File: config.mk
export PLATFORM = sky130hd
export DESIGN_NAME = sdr_wb_pattern_gen
export DESIGN_NICKNAME = d
export VERILOG_FILES = /design/src/rtl/sdr_wb_pattern_gen.sv
export SDC_FILE = /design/constraint.sdc
export NUM_CORES = 1
export LEC_CHECK = 0
export BUFFER_PORTS_ARGS = -buffer_cell sky130_fd_sc_hd__buf_2
export CORE_MARGIN = 2
export CORE_UTILIZATION = 51
export DETAILED_ROUTE_END_ITERATION = 8
export PLACE_DENSITY = 0.82
export SETUP_SLACK_MARGIN = 0.02
export SKIP_CTS_REPAIR_TIMING = 1
export SLEW_MARGIN = 20
export SYNTH_ARGS = -nofsm -noshare
export SYNTH_HDL_FRONTEND = slang
export SYNTH_SLANG_ARGS = --single-unit
File: constraint.sdc
create_clock -name wb_clk_i -period 6.8 [get_ports wb_clk_i]
set_input_delay 1.36 -clock wb_clk_i [delete_from_list [all_inputs] [get_ports wb_clk_i]]
set_output_delay 1.36 -clock wb_clk_i [all_outputs]
set_load 0.005 [all_outputs]
File: src/rtl/sdr_wb_pattern_gen.sv
// -----------------------------------------------------------------------------
// sdr_wb_pattern_gen
//
// Wishbone memory test master. On a start pulse it writes cfg_len pattern words
// starting at cfg_base_addr (word aligned), then reads the same words back and
// compares each against the regenerated pattern. Mismatches are counted, and
// the byte address of the first mismatch is captured. Every access is a single
// classic cycle followed by one idle (gap) cycle.
//
// Build option:
//   SDR_PGEN_LFSR_EN  defined   : P(0)=seed (zero replaced by 1), P(i+1) is a
//                                 32-bit right-shift Galois LFSR step of P(i),
//                                 polynomial 0x80200003 (intended for dw=32).
//                     undefined : P(i) = seed + i, modulo 2^dw.
//
// Parameters:
//   APP_AW  Wishbone byte-address width
//   dw      Wishbone data width
//
// Ports:
//   wb_clk_i, wb_rst_i     clock (rising edge), async active-high reset
//   start, abort           one-cycle launch / stop requests
//   cfg_base_addr          start byte address, bits [1:0] ignored
//   cfg_len                number of words (0 = finish immediately, pass)
//   cfg_seed               pattern seed
//   wb_*                   Wishbone master (cyc/stb/we/addr/dat/sel/cti, ack/dat_i)
//   busy                   a test is running (write/read phases and gaps)
//   done                   one-cycle completion pulse
//   pass                   last test had no mismatch and was not aborted
//   err_cnt                saturating mismatch count
//   first_err_addr         byte address of the first mismatch
// -----------------------------------------------------------------------------
module sdr_wb_pattern_gen #(
  parameter int unsigned APP_AW = 26,
  parameter int unsigned dw     = 32
) (
  input  logic              wb_clk_i,
  input  logic              wb_rst_i,
  // Control
  input  logic              start,
  input  logic              abort,
  input  logic [APP_AW-1:0] cfg_base_addr,
  input  logic [15:0]       cfg_len,
  input  logic [dw-1:0]     cfg_seed,
  // Wishbone master
  output logic              wb_cyc_o,
  output logic              wb_stb_o,
  output logic              wb_we_o,
  output logic [APP_AW-1:0] wb_addr_o,
  output logic [dw-1:0]     wb_dat_o,
  output logic [dw/8-1:0]   wb_sel_o,
  output logic [2:0]        wb_cti_o,
  input  logic              wb_ack_i,
  input  logic [dw-1:0]     wb_dat_i,
  // Status
  output logic              busy,
  output logic              done,
  output logic              pass,
  output logic [15:0]       err_cnt,
  output logic [APP_AW-1:0] first_err_addr
);

  localparam logic [APP_AW-1:0] AddrStep  = APP_AW'(4);
  localparam logic [APP_AW-1:0] AlignMask = ~APP_AW'(3);
  localparam logic [dw-1:0]     PatOne    = dw'(1);
`ifdef SDR_PGEN_LFSR_EN
  localparam logic [dw-1:0]     LfsrPoly  = dw'(32'h8020_0003);
`endif

  typedef enum logic [2:0] {
    StIdle,
    StWrite,
    StWgap,
    StRead,
    StRgap,
    StFinish
  } state_e;

  state_e              state_q, state_d;
  logic [APP_AW-1:0]   base_q, base_d;
  logic [APP_AW-1:0]   addr_q, addr_d;
  logic [15:0]         len_q, len_d;
  logic [15:0]         idx_q, idx_d;
  logic [dw-1:0]       seed_q, seed_d;
  logic [dw-1:0]       pat_q, pat_d;
  logic [15:0]         err_cnt_q, err_cnt_d;
  logic [APP_AW-1:0]   first_err_q, first_err_d;
  logic                pass_q, pass_d;
  logic                abort_q, abort_d;
  logic                bus_active;

  // First pattern word for a given seed.
  function automatic logic [dw-1:0] pat_seed(input logic [dw-1:0] s);
`ifdef SDR_PGEN_LFSR_EN
    // An all-zero state would lock the LFSR.
    return (s == '0) ? PatOne : s;
`else
    return s;
`endif
  endfunction

  // Pattern word i+1 from word i.
  function automatic logic [dw-1:0] pat_next(input logic [dw-1:0] s);
`ifdef SDR_PGEN_LFSR_EN
    return s[0] ? ((s >> 1) ^ LfsrPoly) : (s >> 1);
`else
    return s + PatOne;
`endif
  endfunction

  always_comb begin
    state_d     = state_q;
    base_d      = base_q;
    addr_d      = addr_q;
    len_d       = len_q;
    idx_d       = idx_q;
    seed_d      = seed_q;
    pat_d       = pat_q;
    err_cnt_d   = err_cnt_q;
    first_err_d = first_err_q;
    pass_d      = pass_q;
    abort_d     = abort_q;

    case (state_q)
      StIdle: begin
        // abort is deliberately ignored here.
        if (start) begin
          err_cnt_d   = '0;
          first_err_d = '0;
          pass_d      = 1'b0;
          abort_d     = 1'b0;
          if (cfg_len != 16'd0) begin
            base_d  = cfg_base_addr & AlignMask;
            addr_d  = cfg_base_addr & AlignMask;
            len_d   = cfg_len;
            idx_d   = '0;
            seed_d  = cfg_seed;
            pat_d   = pat_seed(cfg_seed);
            state_d = StWrite;
          end else begin
            state_d = StFinish;
          end
        end
      end

      StWrite: begin
        // An abort while waiting is remembered; the access still completes.
        if (abort) begin
          abort_d = 1'b1;
        end
        if (wb_ack_i) begin
          idx_d   = idx_q + 16'd1;
          addr_d  = addr_q + AddrStep;
          pat_d   = pat_next(pat_q);
          state_d = abort_d ? StFinish : StWgap;
        end
      end

      StWgap: begin
        if (abort) begin
          abort_d = 1'b1;
          state_d = StFinish;
        end else if (idx_q == len_q) begin
          // All words written: restart at word 0 with a re-seeded pattern.
          idx_d   = '0;
          addr_d  = base_q;
          pat_d   = pat_seed(seed_q);
          state_d = StRead;
        end else begin
          state_d = StWrite;
        end
      end

      StRead: begin
        if (abort) begin
          abort_d = 1'b1;
        end
        if (wb_ack_i) begin
          if (wb_dat_i != pat_q) begin
            if (err_cnt_q == 16'd0) begin
              first_err_d = addr_q;
            end
            if (err_cnt_q != 16'hFFFF) begin
              err_cnt_d = err_cnt_q + 16'd1;
            end
          end
          idx_d  = idx_q + 16'd1;
          addr_d = addr_q + AddrStep;
          pat_d  = pat_next(pat_q);
          if (abort_d || (idx_q + 16'd1 == len_q)) begin
            state_d = StFinish;
          end else begin
            state_d = StRgap;
          end
        end
      end

      StRgap: begin
        if (abort) begin
          abort_d = 1'b1;
          state_d = StFinish;
        end else begin
          state_d = StRead;
        end
      end

      StFinish: begin
        state_d = StIdle;
      end

      default: begin
        state_d = StIdle;
      end
    endcase

    // Resolve pass on entry to FINISH so it is valid alongside the done pulse,
    // including a mismatch or abort that lands on the final ack.
    if ((state_d == StFinish) && (state_q != StFinish)) begin
      pass_d = (err_cnt_d == 16'd0) && !abort_d;
    end
  end

  always_ff @(posedge wb_clk_i or posedge wb_rst_i) begin
    if (wb_rst_i) begin
      state_q     <= StIdle;
      base_q      <= '0;
      addr_q      <= '0;
      len_q       <= '0;
      idx_q       <= '0;
      seed_q      <= '0;
      pat_q       <= '0;
      err_cnt_q   <= '0;
      first_err_q <= '0;
      pass_q      <= 1'b0;
      abort_q     <= 1'b0;
    end else begin
      state_q     <= state_d;
      base_q      <= base_d;
      addr_q      <= addr_d;
      len_q       <= len_d;
      idx_q       <= idx_d;
      seed_q      <= seed_d;
      pat_q       <= pat_d;
      err_cnt_q   <= err_cnt_d;
      first_err_q <= first_err_d;
      pass_q      <= pass_d;
      abort_q     <= abort_d;
    end
  end

  // Bus outputs decode straight from the state register, so an asynchronous
  // reset drops cyc/stb in the same cycle.
  assign bus_active     = (state_q == StWrite) || (state_q == StRead);
  assign wb_cyc_o       = bus_active;
  assign wb_stb_o       = bus_active;
  assign wb_we_o        = (state_q == StWrite);
  assign wb_addr_o      = bus_active ? addr_q : '0;
  assign wb_dat_o       = (state_q == StWrite) ? pat_q : '0;
  assign wb_sel_o       = bus_active ? '1 : '0;
  assign wb_cti_o       = bus_active ? 3'b111 : 3'b000;

  assign busy           = (state_q == StWrite) || (state_q == StWgap) ||
                          (state_q == StRead)  || (state_q == StRgap);
  assign done           = (state_q == StFinish);
  assign pass           = pass_q;
  assign err_cnt        = err_cnt_q;
  assign first_err_addr = first_err_q;

endmodule
==> out/qor.txt, run 1 <==
Status: finished clean
CP max stage cell: dfrtp_2
Worst-path fanout max: 85
CP peak stage delay: 1.06 ns
Fin nets: 1525
Synth async-reset ratio: 1.00
Slew margin rel.: 0.278
Area Overhead vs Synth: 14.3%
Power Dens Cells: 455 nW/um^2
Layout cells sized above 1: 0.257
Tightest Pin Transition: 1.08 ns
Met3 Usage GRT: 0.0533
Core region area: 22000 sq um
Worst Path Required: 5.44 ns
Crit path launch type: flip-flop
GR peak layer: met2
Setup TNS Final: 0 ns
Initial Util: 0.522
#FFs+latches synth: 189
H-tree levels: 4
RSZ-0062 raised after global routing: false
Placed Area: 12500 sq um
Crit path cell chain: nand2b_1 -> inv_2 -> buf_4 -> and3_1 -> buf_2
Hold WC Path Type: flip-flop to flip-flop
Final Hold Vio Count: 0
EDFF count, synth: 0
Share of the synthesized area in the top cell type: 0.413
DRC: 0
Clock Sinks: 189
Clock Latency Late Sink: 0.44 ns
Top-count cell post-synth: dfrtp_1
Via Count: 10500
Routed wire length: 32600 microns
DR WL/cell: 19.2 microns
Vias in the first global route: 10200
Detail Route Antenna Nets: 0
Gr usage total: 0.275
Cell area after layout: 13100 sq um
Max Freq: 235 MHz
CTS tree: built
WS Path Type: flip-flop to output pin
Clk buf depth: 2
I/O Buffers: 217
Top cells by area, synth: dfrtp_1 41%, mux2_2 7.1%, xnor2_1 5.1%
Via density: 6.17
Skew final: 0.0152 ns
Remaining global-route overflow: 0
Dominant synthesized flop cell: dfrtp_1
Row cnt: 54
Synth cell types: 77
Syn avg cell area: 9.00 sq um
Critical Path Sink Type: output pin
GR Layer Usage met2: 0.459
Fin. max-slew vios: 0
Clk slew on worst S/H paths: 0.07 ns
Met1 GRT Util: 0.362
Synth warn: 0
Post-DP HPWL: 21700 microns
Clock root buffer: clkbuf_16
Global-route wire length before repair: 52900 microns
Die ar.: 23700 sq um
Initial DRT Pass Iterations: 6
Die span in x: 154 microns
Setup-failing EPs final: 0
CP arrival: 2.89 ns
Power Total: 0.00596 W
Placer Congestion: 0.904
Area leader, netlist: dfrtp_1
Pleak: 5.83 nW
Commonest cells in the netlist: 189 x dfrtp_1, 155 x nand2_1, 113 x o21ai_0
Initial antenna violation count: 3
Number of max-cap violations: 0
IO Pins: 224
Peak VDD IR: 295 uV
Synth Instances: 1273
Synthesized area: 11500 sq um
Period Utilization, post-route: 0.625
Largest net degree at the start of global routing: 132
Initial drt markers: 985
Seq/Total Area, Yosys: 0.413
Post-route minimum period: 4.25 ns
Die Y: 154 microns
CTS Buf Count: 17
worst max-delay path, delay by kind of cell, from the launching register on:
kind / cells / cell delay [ns]
buffers and inverters: 3 / 0.88
flip-flops: 1 / 1.06
AND/OR/NAND/NOR: 2 / 0.51
flip-flops by register name, indices dropped and copies added (netlist names):
| signal | cells |
|---|---|
| first_err_addr | 24 |
| seed_q | 32 |
| len_q | 16 |
| base_q | 24 |
| pat_q | 32 |
| abort_q | 1 |
| pass | 1 |
| state_q | 3 |
| err_cnt | 16 |
| idx_q | 16 |
| addr_q | 24 |
layout by cell type (no fill, tap or decap), types with 5 or more instances in the layout:
cell and instances:
and3_1 51, nor4_1 10, and4_1 9, buf_2 217
and2_1 32, o22a_1 10, nor2_1 84, or3_1 5
mux2_2 72, o211ai_1 6, dfrtp_1 187, ha_1 5
a221oi_1 8, clkbuf_16 17, nor3_1 16, nand4_1 18
inv_1 9, o21ai_1 23, a22oi_1 9, a21oi_1 56
a221o_1 19, nand2_1 154, nand3_1 42, o31ai_1 11
nand2b_1 5, o21ai_0 113, a31oi_1 18, o22ai_1 18
xnor2_1 67, xor2_1 22, buf_4 9
where the power goes:
part,leakage [nW],switching [W],internal (W),total (W)
clock network,0.276,0.000485,0.000521,0.00101
registers,2.36,0.000662,0.00161,0.00227
logic,3.19,0.00146,0.00123,0.00269
total,5.83,0.00260,0.00336,0.00596
cell families (layout without fill, tap and decap cells):
family,count (synthesis),after routing,synth area share
flops,189,189,0.413
other cells,1,5,0.000327
xor+xnor,93,93,0.0747
mux,74,74,0.0726
simple gates,463,463,0.206
compound gates,323,323,0.177
fa+ha+maj,5,5,0.00546
buf+inv,125,271,0.0517
cell type report:
class / instances / area [sq um]
Antenna cell: 1 / 2.50
Clock buffer: 18 / 429
Clock inverter: 14 / 155
Fill cell: 1855 / 8860
Inverter: 12 / 52.6
Multi-Input combinational cell: 962 / 6190
Sequential cell: 189 / 4730
Tap cell: 280 / 350
Timing Repair Buffer: 227 / 1180
routing by layer:
layer / part of all wire / wire length (microns) / vias up
met2: 0.48 / 15700 / 512
met3: 0.081 / 2640 / 58
met1: 0.42 / 13600 / 5112
met4: 0.022 / 725 / 2
li1: - / - / 4828
met5: 0.00034 / 11 / -
stage by stage:
stage	hold WS [ns]	std cells	worst slack, ns	utilization
CTS	0.481	1701	2.59	0.595
global route	0.500	1703	2.28	0.596
global placement	0.456	1669	2.44	0.568
floorplan	0.467	1276	0.298	-
finish	0.479	1703	2.55	0.596
detailed placement	0.465	1669	2.38	0.568
worst paths after layout:
check	start	to	slack, ns	cells past startpoint
max in group asynchronous	wb_rst_i	state_q[2]	4.23	3
min in group asynchronous	wb_rst_i	base_q[9]	1.07	2
worst min register to register	first_err_addr[10]	first_err_addr[10]	0.48	2
worst min-delay path	first_err_addr[10]	first_err_addr[10]	0.48	2
worst max register to register	state_q[1]	pass	2.69	10
worst max-delay path	state_q[0]	wb_dat_o[17]	2.55	5
Note: power is estimated with default switching activity, not from simulation.
==> run 2, diff against run 1 <==
Clock period 6.8 ns to 3.69 ns, I/O delays scaled along.
==> run 2 against run 1 <==
Compared with the run above:
- clock skew is 0.00066 ns lower
- sequential share of layout area decreased by 0.40 points
- highest routed layer unchanged
- clock power is 80% higher
- flip-flop and latch count did not move
- cell count grew 1.1%
==> out/qor.txt, run 2 (synthesis results as in run 1) <==
Status: finished clean (unchanged)
Initial antenna violation count: 2 (was 3)
Initial Util: 0.522 (unchanged)
Die Y: 154 microns (unchanged)
Worst setup startpoint: state_q[2] (was state_q[0])
Net Switching: 0.00482 W (was 0.00260 W)
Final Hold Vio Count: 0 (unchanged)
CP max stage cell: buf_4 (was dfrtp_2)
Combinational fraction of design power: 0.466 (was 0.451)
Global-route wire length before repair: 53800 microns (was 52900 microns)
Initial DRT Pass Iterations: 5 (was 6)
DR WL/cell: 19.1 microns (was 19.2 microns)
Gr usage total: 0.281 (was 0.275)
Reg-to-reg slack, setup: 0.48 ns (was 2.69 ns)
Crit path launch type: flip-flop (unchanged)
Layout cells sized above 1: 0.267 (was 0.257)
Post-route minimum period: 3.24 ns
Initial drt markers: 996 (was 985)
I/O Buffers: 217 (unchanged)
Fin. max-slew vios: 0 (unchanged)
Placer Congestion: 0.894 (was 0.904)
Detail Route Antenna Nets: 0 (unchanged)
CTS Buf Count: 17 (unchanged)
Clock Sinks: 189 (unchanged)
Core region area: 22000 sq um (unchanged)
Peak VDD IR: 607 uV (was 295 uV)
CTS tree: built (unchanged)
Max Freq: 309 MHz
Setup-failing EPs final: 0 (unchanged)
Largest net degree at the start of global routing: 99 (was 132)
Crit path cell chain: nand2b_1 -> inv_2 -> buf_4 -> and3_1 -> buf_2 (unchanged)
Internal power: 0.00622 W (was 0.00336 W)
Sequential Power Share: 0.369 (was 0.380)
Via Count: 10500 (about the same)
Vias in the first global route: 10200 (about the same)
Clock root buffer: clkbuf_16 (unchanged)
Commonest non-fill, non-tap cell in the layout: buf_2 (unchanged)
Hold_ws: 0.433 ns (was 0.479 ns)
Setup TNS Final: 0 ns (unchanged)
DRC: 0 (unchanged)
Die span in x: 154 microns (unchanged)
Die ar.: 23700 sq um (unchanged)
Number of max-cap violations: 0 (unchanged)
Pleak: 5.91 nW (was 5.83 nW)
Tightest Pin Transition: 0.957 ns (was 1.08 ns)
FF-to-FF path depth: 10 (unchanged)
H-tree levels: 4 (unchanged)
Cell family with most CP delay: buffers and inverters (was flip-flops)
Power Dens Cells: 834 nW/um^2 (was 455 nW/um^2)
Routed wire length: 32900 microns (was 32600 microns)
Hold WC Path Type: input pin to async pin (was flip-flop to flip-flop)
CP arrival: 2.50 ns (was 2.89 ns)
CP peak stage delay: 0.65 ns (was 1.06 ns)
Skew final: 0.0145 ns (was 0.0152 ns)
Row cnt: 54 (unchanged)
Remaining global-route overflow: 0 (unchanged)
Clock Power Share: 0.165 (was 0.169)
Area Overhead vs Synth: 15.6% (was 14.3%)
Switching Fraction: 0.437 (about the same)
Critical Path Sink Type: output pin (unchanged)
Period Utilization, post-route: 0.877
Worst Path Required: 2.95 ns (was 5.44 ns)
Clk buf depth: 2 (unchanged)
Post-DP HPWL: 22600 microns (was 21700 microns)
Worst Path Buf+Inv: 3 (unchanged)
Clk slew on worst S/H paths: 0.08 ns (was 0.07 ns)
RSZ-0062 raised after global routing: false (unchanged)
IO Pins: 224 (unchanged)
FF-to-FF Start: idx_q[0] (was state_q[1])
Commonest non-fill, non-tap cells in the layout: 217 x buf_2, 187 x dfrtp_1, 154 x nand2_1, 113 x o21ai_0, 84 x nor2_1 (unchanged)
Reg2reg end: pass (unchanged)
Top flop regs: pat_q: 32 flops, seed_q: 32 flops (unchanged)
Via density: 6.08 (was 6.17)
Slew margin rel.: 0.359 (was 0.278)
Clock Latency Late Sink: 0.44 ns (about the same)
Fin nets: 1542 (was 1525)
WS Path Type: flip-flop to output pin (unchanged)
Worst-path fanout max: 85 (unchanged)
==> run 2: changes by cell type in the layout (fill, tap and decap cells not counted), moves of 2 or more <==
cell / change
inv_8: -3
clkinv_8: +2
buf_4: +15
buf_12: +3
clkbuf_8: +2
==> run 2: worst max path at each step <==
stage          cells after the start  slack (ns)            to
6_report                           5        0.45  wb_dat_o[17]
5_1_grt                            5        0.32  wb_dat_o[17]
4_1_cts                            5        0.48  wb_dat_o[17]
3_5_place_dp                      10        0.46          pass
3_3_place_gp                      10        0.53          pass
2_1_floorplan                      1        0.52       abort_q
==> run 2: area by class of cell <==
class | count | area [sq um]
inverter | 12 | 48.8
timing repair buffer | 244 | 1330
clock buffer | 19 | 453
antenna | 2 | 5.00
clock inverter | 13 | 133
multi-input combinational | 962 | 6190
tap | 280 | 350
sequential | 189 | 4730
fill | 1833 | 8720
==> run 2: per-layer routing <==
| layer | routed length [microns] | share of wire | GRT usage |
|---|---|---|---|
| met5 | 13 | 0.00040 | 0 |
| met4 | 787 | 0.024 | 0.0939 |
| met3 | 2710 | 0.082 | 0.0524 |
| met2 | 15700 | 0.48 | 0.470 |
| met1 | 13600 | 0.41 | 0.370 |
==> run 2: per-stage QoR <==
| stage | cells | setup WS [ns] | area, sq um | power, W | utilization |
|---|---|---|---|---|---|
| after floorplan | 1276 | 0.518 | 11500 | 0.00752 | - |
| after global placement | 1687 | 0.531 | 12700 | 0.00895 | 0.576 |
| after detailed placement | 1687 | 0.456 | 12700 | 0.00917 | 0.576 |
| after CTS | 1719 | 0.479 | 13200 | 0.0110 | 0.603 |
| after global routing | 1720 | 0.318 | 13200 | 0.0118 | 0.603 |
| final | 1721 | 0.453 | 13200 | 0.0110 | 0.603 |
==> run 2: power groups by stage <==
stage | sequential [W] | combinational (W) | clock (W)
after detailed placement | 0.00407 | 0.00510 | 0
after CTS | 0.00404 | 0.00514 | 0.00183
final | 0.00407 | 0.00515 | 0.00182
after global routing | 0.00420 | 0.00571 | 0.00192
after floorplan | 0.00359 | 0.00393 | 0
after global placement | 0.00402 | 0.00493 | 0
==> run 3, diff against run 2 <==
==> constraint.sdc (replaced) <==
create_clock -name wb_clk_i -period 3.69 [get_ports wb_clk_i]
set_input_delay 0.1845 -clock wb_clk_i [delete_from_list [all_inputs] [get_ports wb_clk_i]]
set_output_delay 0.1845 -clock wb_clk_i [all_outputs]
set_load 0.005 [all_outputs]
==> run 3 against run 2 <==
Compared with the run above:
- the flow now finishes with violations (hold timing)
- cell count up 1.2%
- hold slack worse by 0.44 ns
- sequential power about the same
- utilization up 1.0 points
- setup slack better by 0.13 ns
- combinational power up 1%
- critical path depth up 5
- global-route usage down 0.20 points
- sequential share of layout area down 0.58 points
- flip-flop and latch count unchanged
- design area up 1.7%
- power up 0.48%
==> out/qor.txt, run 3 (synthesis results as in run 1) <==
Tightest Pin Transition: 0.955 ns (was 0.957 ns)
Setup-failing EPs final: 0 (unchanged)
Clk slew on worst S/H paths: 0.08 ns (about the same)
Global-route wire length before repair: 53400 microns (was 53800 microns)
Switching Fraction: 0.434 (was 0.437)
Vias in the first global route: 10200 (about the same)
Critical Path Sink Type: flip-flop (was output pin)
Net Switching: 0.00482 W (about the same)
Die ar.: 23700 sq um (unchanged)
Hold_ws: -0.00430 ns (was 0.433 ns)
Routed wire length: 33500 microns (was 32900 microns)
Pleak: 6.00 nW (was 5.91 nW)
Commonest non-fill, non-tap cell in the layout: buf_2 (unchanged)
Period Utilization, post-route: 0.843 (was 0.877)
Placed Area: 12600 sq um (was 12700 sq um)
Final Hold Vio Count: 3 (was 0)
Worst-path fanout max: 7 (was 85)
Row cnt: 54 (unchanged)
Layout cells sized above 1: 0.259 (was 0.267)
Dpl cells: 1683 (was 1687)
WS Path Type: flip-flop to flip-flop (was flip-flop to output pin)
Post-route minimum period: 3.11 ns (was 3.24 ns)
Via Count: 10600 (was 10500)
Clock Power Share: 0.166 (was 0.165)
Worst setup startpoint: idx_q[0] (was state_q[2])
Largest net degree at the start of global routing: 86 (was 99)
Worst Path Required: 4.04 ns (was 2.95 ns)
Die span in x: 154 microns (unchanged)
Crit path launch type: flip-flop (unchanged)
Worst setup path endpoint: pass (was wb_dat_o[17])
Fill cell count: 1823 (was 1833)
FF-to-FF path depth: 10 (unchanged)
Number of max-cap violations: 0 (unchanged)
Max Freq: 322 MHz (was 309 MHz)
Failing checks: hold timing
FF-to-FF Start: idx_q[0] (unchanged)
Via density: 6.11 (was 6.08)
Area Overhead vs Synth: 17.5% (was 15.6%)
Initial antenna violation count: 3 (was 2)
DRC: 0 (unchanged)
H-tree levels: 4 (unchanged)
Core region area: 22000 sq um (unchanged)
CTS Buf Count: 17 (unchanged)
Reg2reg end: pass (unchanged)
Fin cells: 1741 (was 1721)
Cell area after layout: 13500 sq um (was 13200 sq um)
Gr usage total: 0.279 (was 0.281)
RSZ-0062 raised after global routing: false (unchanged)
DR WL/cell: 19.3 microns (was 19.1 microns)
Reg-to-reg slack, setup: 0.58 ns (was 0.48 ns)
CTS tree: built (unchanged)
Slew margin rel.: 0.361 (was 0.359)
Peak VDD IR: 564 uV (was 607 uV)
Top flop regs: pat_q: 32 flops, seed_q: 32 flops (unchanged)
Fin nets: 1563 (was 1542)
Clock Sinks: 189 (unchanged)
Remaining global-route overflow: 0 (unchanged)
Initial DRT Pass Iterations: 6 (was 5)
Combinational fraction of design power: 0.469 (was 0.466)
Fin. max-slew vios: 0 (unchanged)
Sequential Power Share: 0.364 (was 0.369)
Hold WC Path Type: input pin to flip-flop (was input pin to async pin)
Finished Core Util: 0.613 (was 0.603)
Die Y: 154 microns (unchanged)
Initial drt markers: 917 (was 996)
Skew final: 0.0145 ns (about the same)
Post-DP HPWL: 22800 microns (was 22600 microns)
Commonest non-fill, non-tap cells in the layout: 217 x buf_2, 187 x dfrtp_1, 154 x nand2_1, 113 x o21ai_0, 84 x nor2_1 (unchanged)
Clock root buffer: clkbuf_16 (unchanged)
I/O Buffers: 217 (unchanged)
Status: finished with violations (was finished clean)
Initial Util: 0.522 (unchanged)
Placer Congestion: 0.917 (was 0.894)
Clk buf depth: 2 (unchanged)
HP Start: cfg_seed[27]
Power Dens Cells: 824 nW/um^2 (was 834 nW/um^2)
Clock Latency Late Sink: 0.44 ns (about the same)
CP arrival: 3.46 ns (was 2.50 ns)
IO Pins: 224 (unchanged)
Setup TNS Final: 0 ns (unchanged)
Detail Route Antenna Nets: 0 (unchanged)
Internal power: 0.00627 W (was 0.00622 W)
## run 3: changes by cell type in the layout (fill, tap and decap cells not counted), sizes merged
cell	delta
bufinv	+1
clkbuf	+1
dlygate4sd3	+25
buf	-4
inv	+3
diode	-1
clkinv	-5
## run 3: stage by stage
| stage | worst slack [ns] | total power (W) |
|---|---|---|
| 2_1_floorplan | 1.07 | 0.00752 |
| 5_1_grt | 0.372 | 0.0118 |
| 4_1_cts | 0.615 | 0.0110 |
| 3_3_place_gp | 0.685 | 0.00894 |
| 6_report | 0.580 | 0.0111 |
| 3_5_place_dp | 0.631 | 0.00916 |
## run 3: area by class of cell
cell class / count / area (sq um) / area share
well taps: 280 / 350 / 0.0260
clock buffers: 20 / 447 / 0.0332
flip-flops and latches: 189 / 4730 / 0.352
multi-input cells: 962 / 6190 / 0.460
clock inverters: 12 / 129 / 0.00957
inverters: 12 / 48.8 / 0.00362
repair buffers: 265 / 1560 / 0.116
diodes: 1 / 2.50 / 0.000186
## run 3: how the worst min path moves through the flow
stage / cells after the start / slack [ns] / endpoint
after floorplan: 2 / 0.33 / state_q[0]
after global placement: 2 / 0.37 / base_q[6]
after detailed placement: 2 / 0.37 / base_q[6]
after CTS: 2 / -0.1 / base_q[6]
after global routing: 2 / 0.0007 / seed_q[27]
final: 2 / -0.004 / seed_q[27]
## run 3: power by group through the flow
stage	registers, W	clock network, W	logic, W
final	0.00404	0.00184	0.00521
after global routing	0.00414	0.00195	0.00575
after CTS	0.00400	0.00186	0.00516
after detailed placement	0.00403	0	0.00512
after global placement	0.00397	0	0.00497
after floorplan	0.00359	0	0.00393
## run 3: worst max-delay path, stage by stage (launching register included)
cell and delay (ns):
dfrtp_1 0.43, ha_1 0.30, and4_1 0.41, and3_1 0.35, nand3_1 0.13, or3_1 0.32
o21ai_1 0.08, and3_1 0.20, o21ai_0 0.24, or3_1 0.40, o31ai_2 0.18
## run 3: metal layers
layer | track usage | share of wire | vias up
li1 | - | - | 4896
met1 | 0.360 | 0.41 | 5115
met2 | 0.464 | 0.47 | 543
met3 | 0.0620 | 0.086 | 88
met4 | 0.103 | 0.029 | 4
met5 | 0 | 0.00066 | -
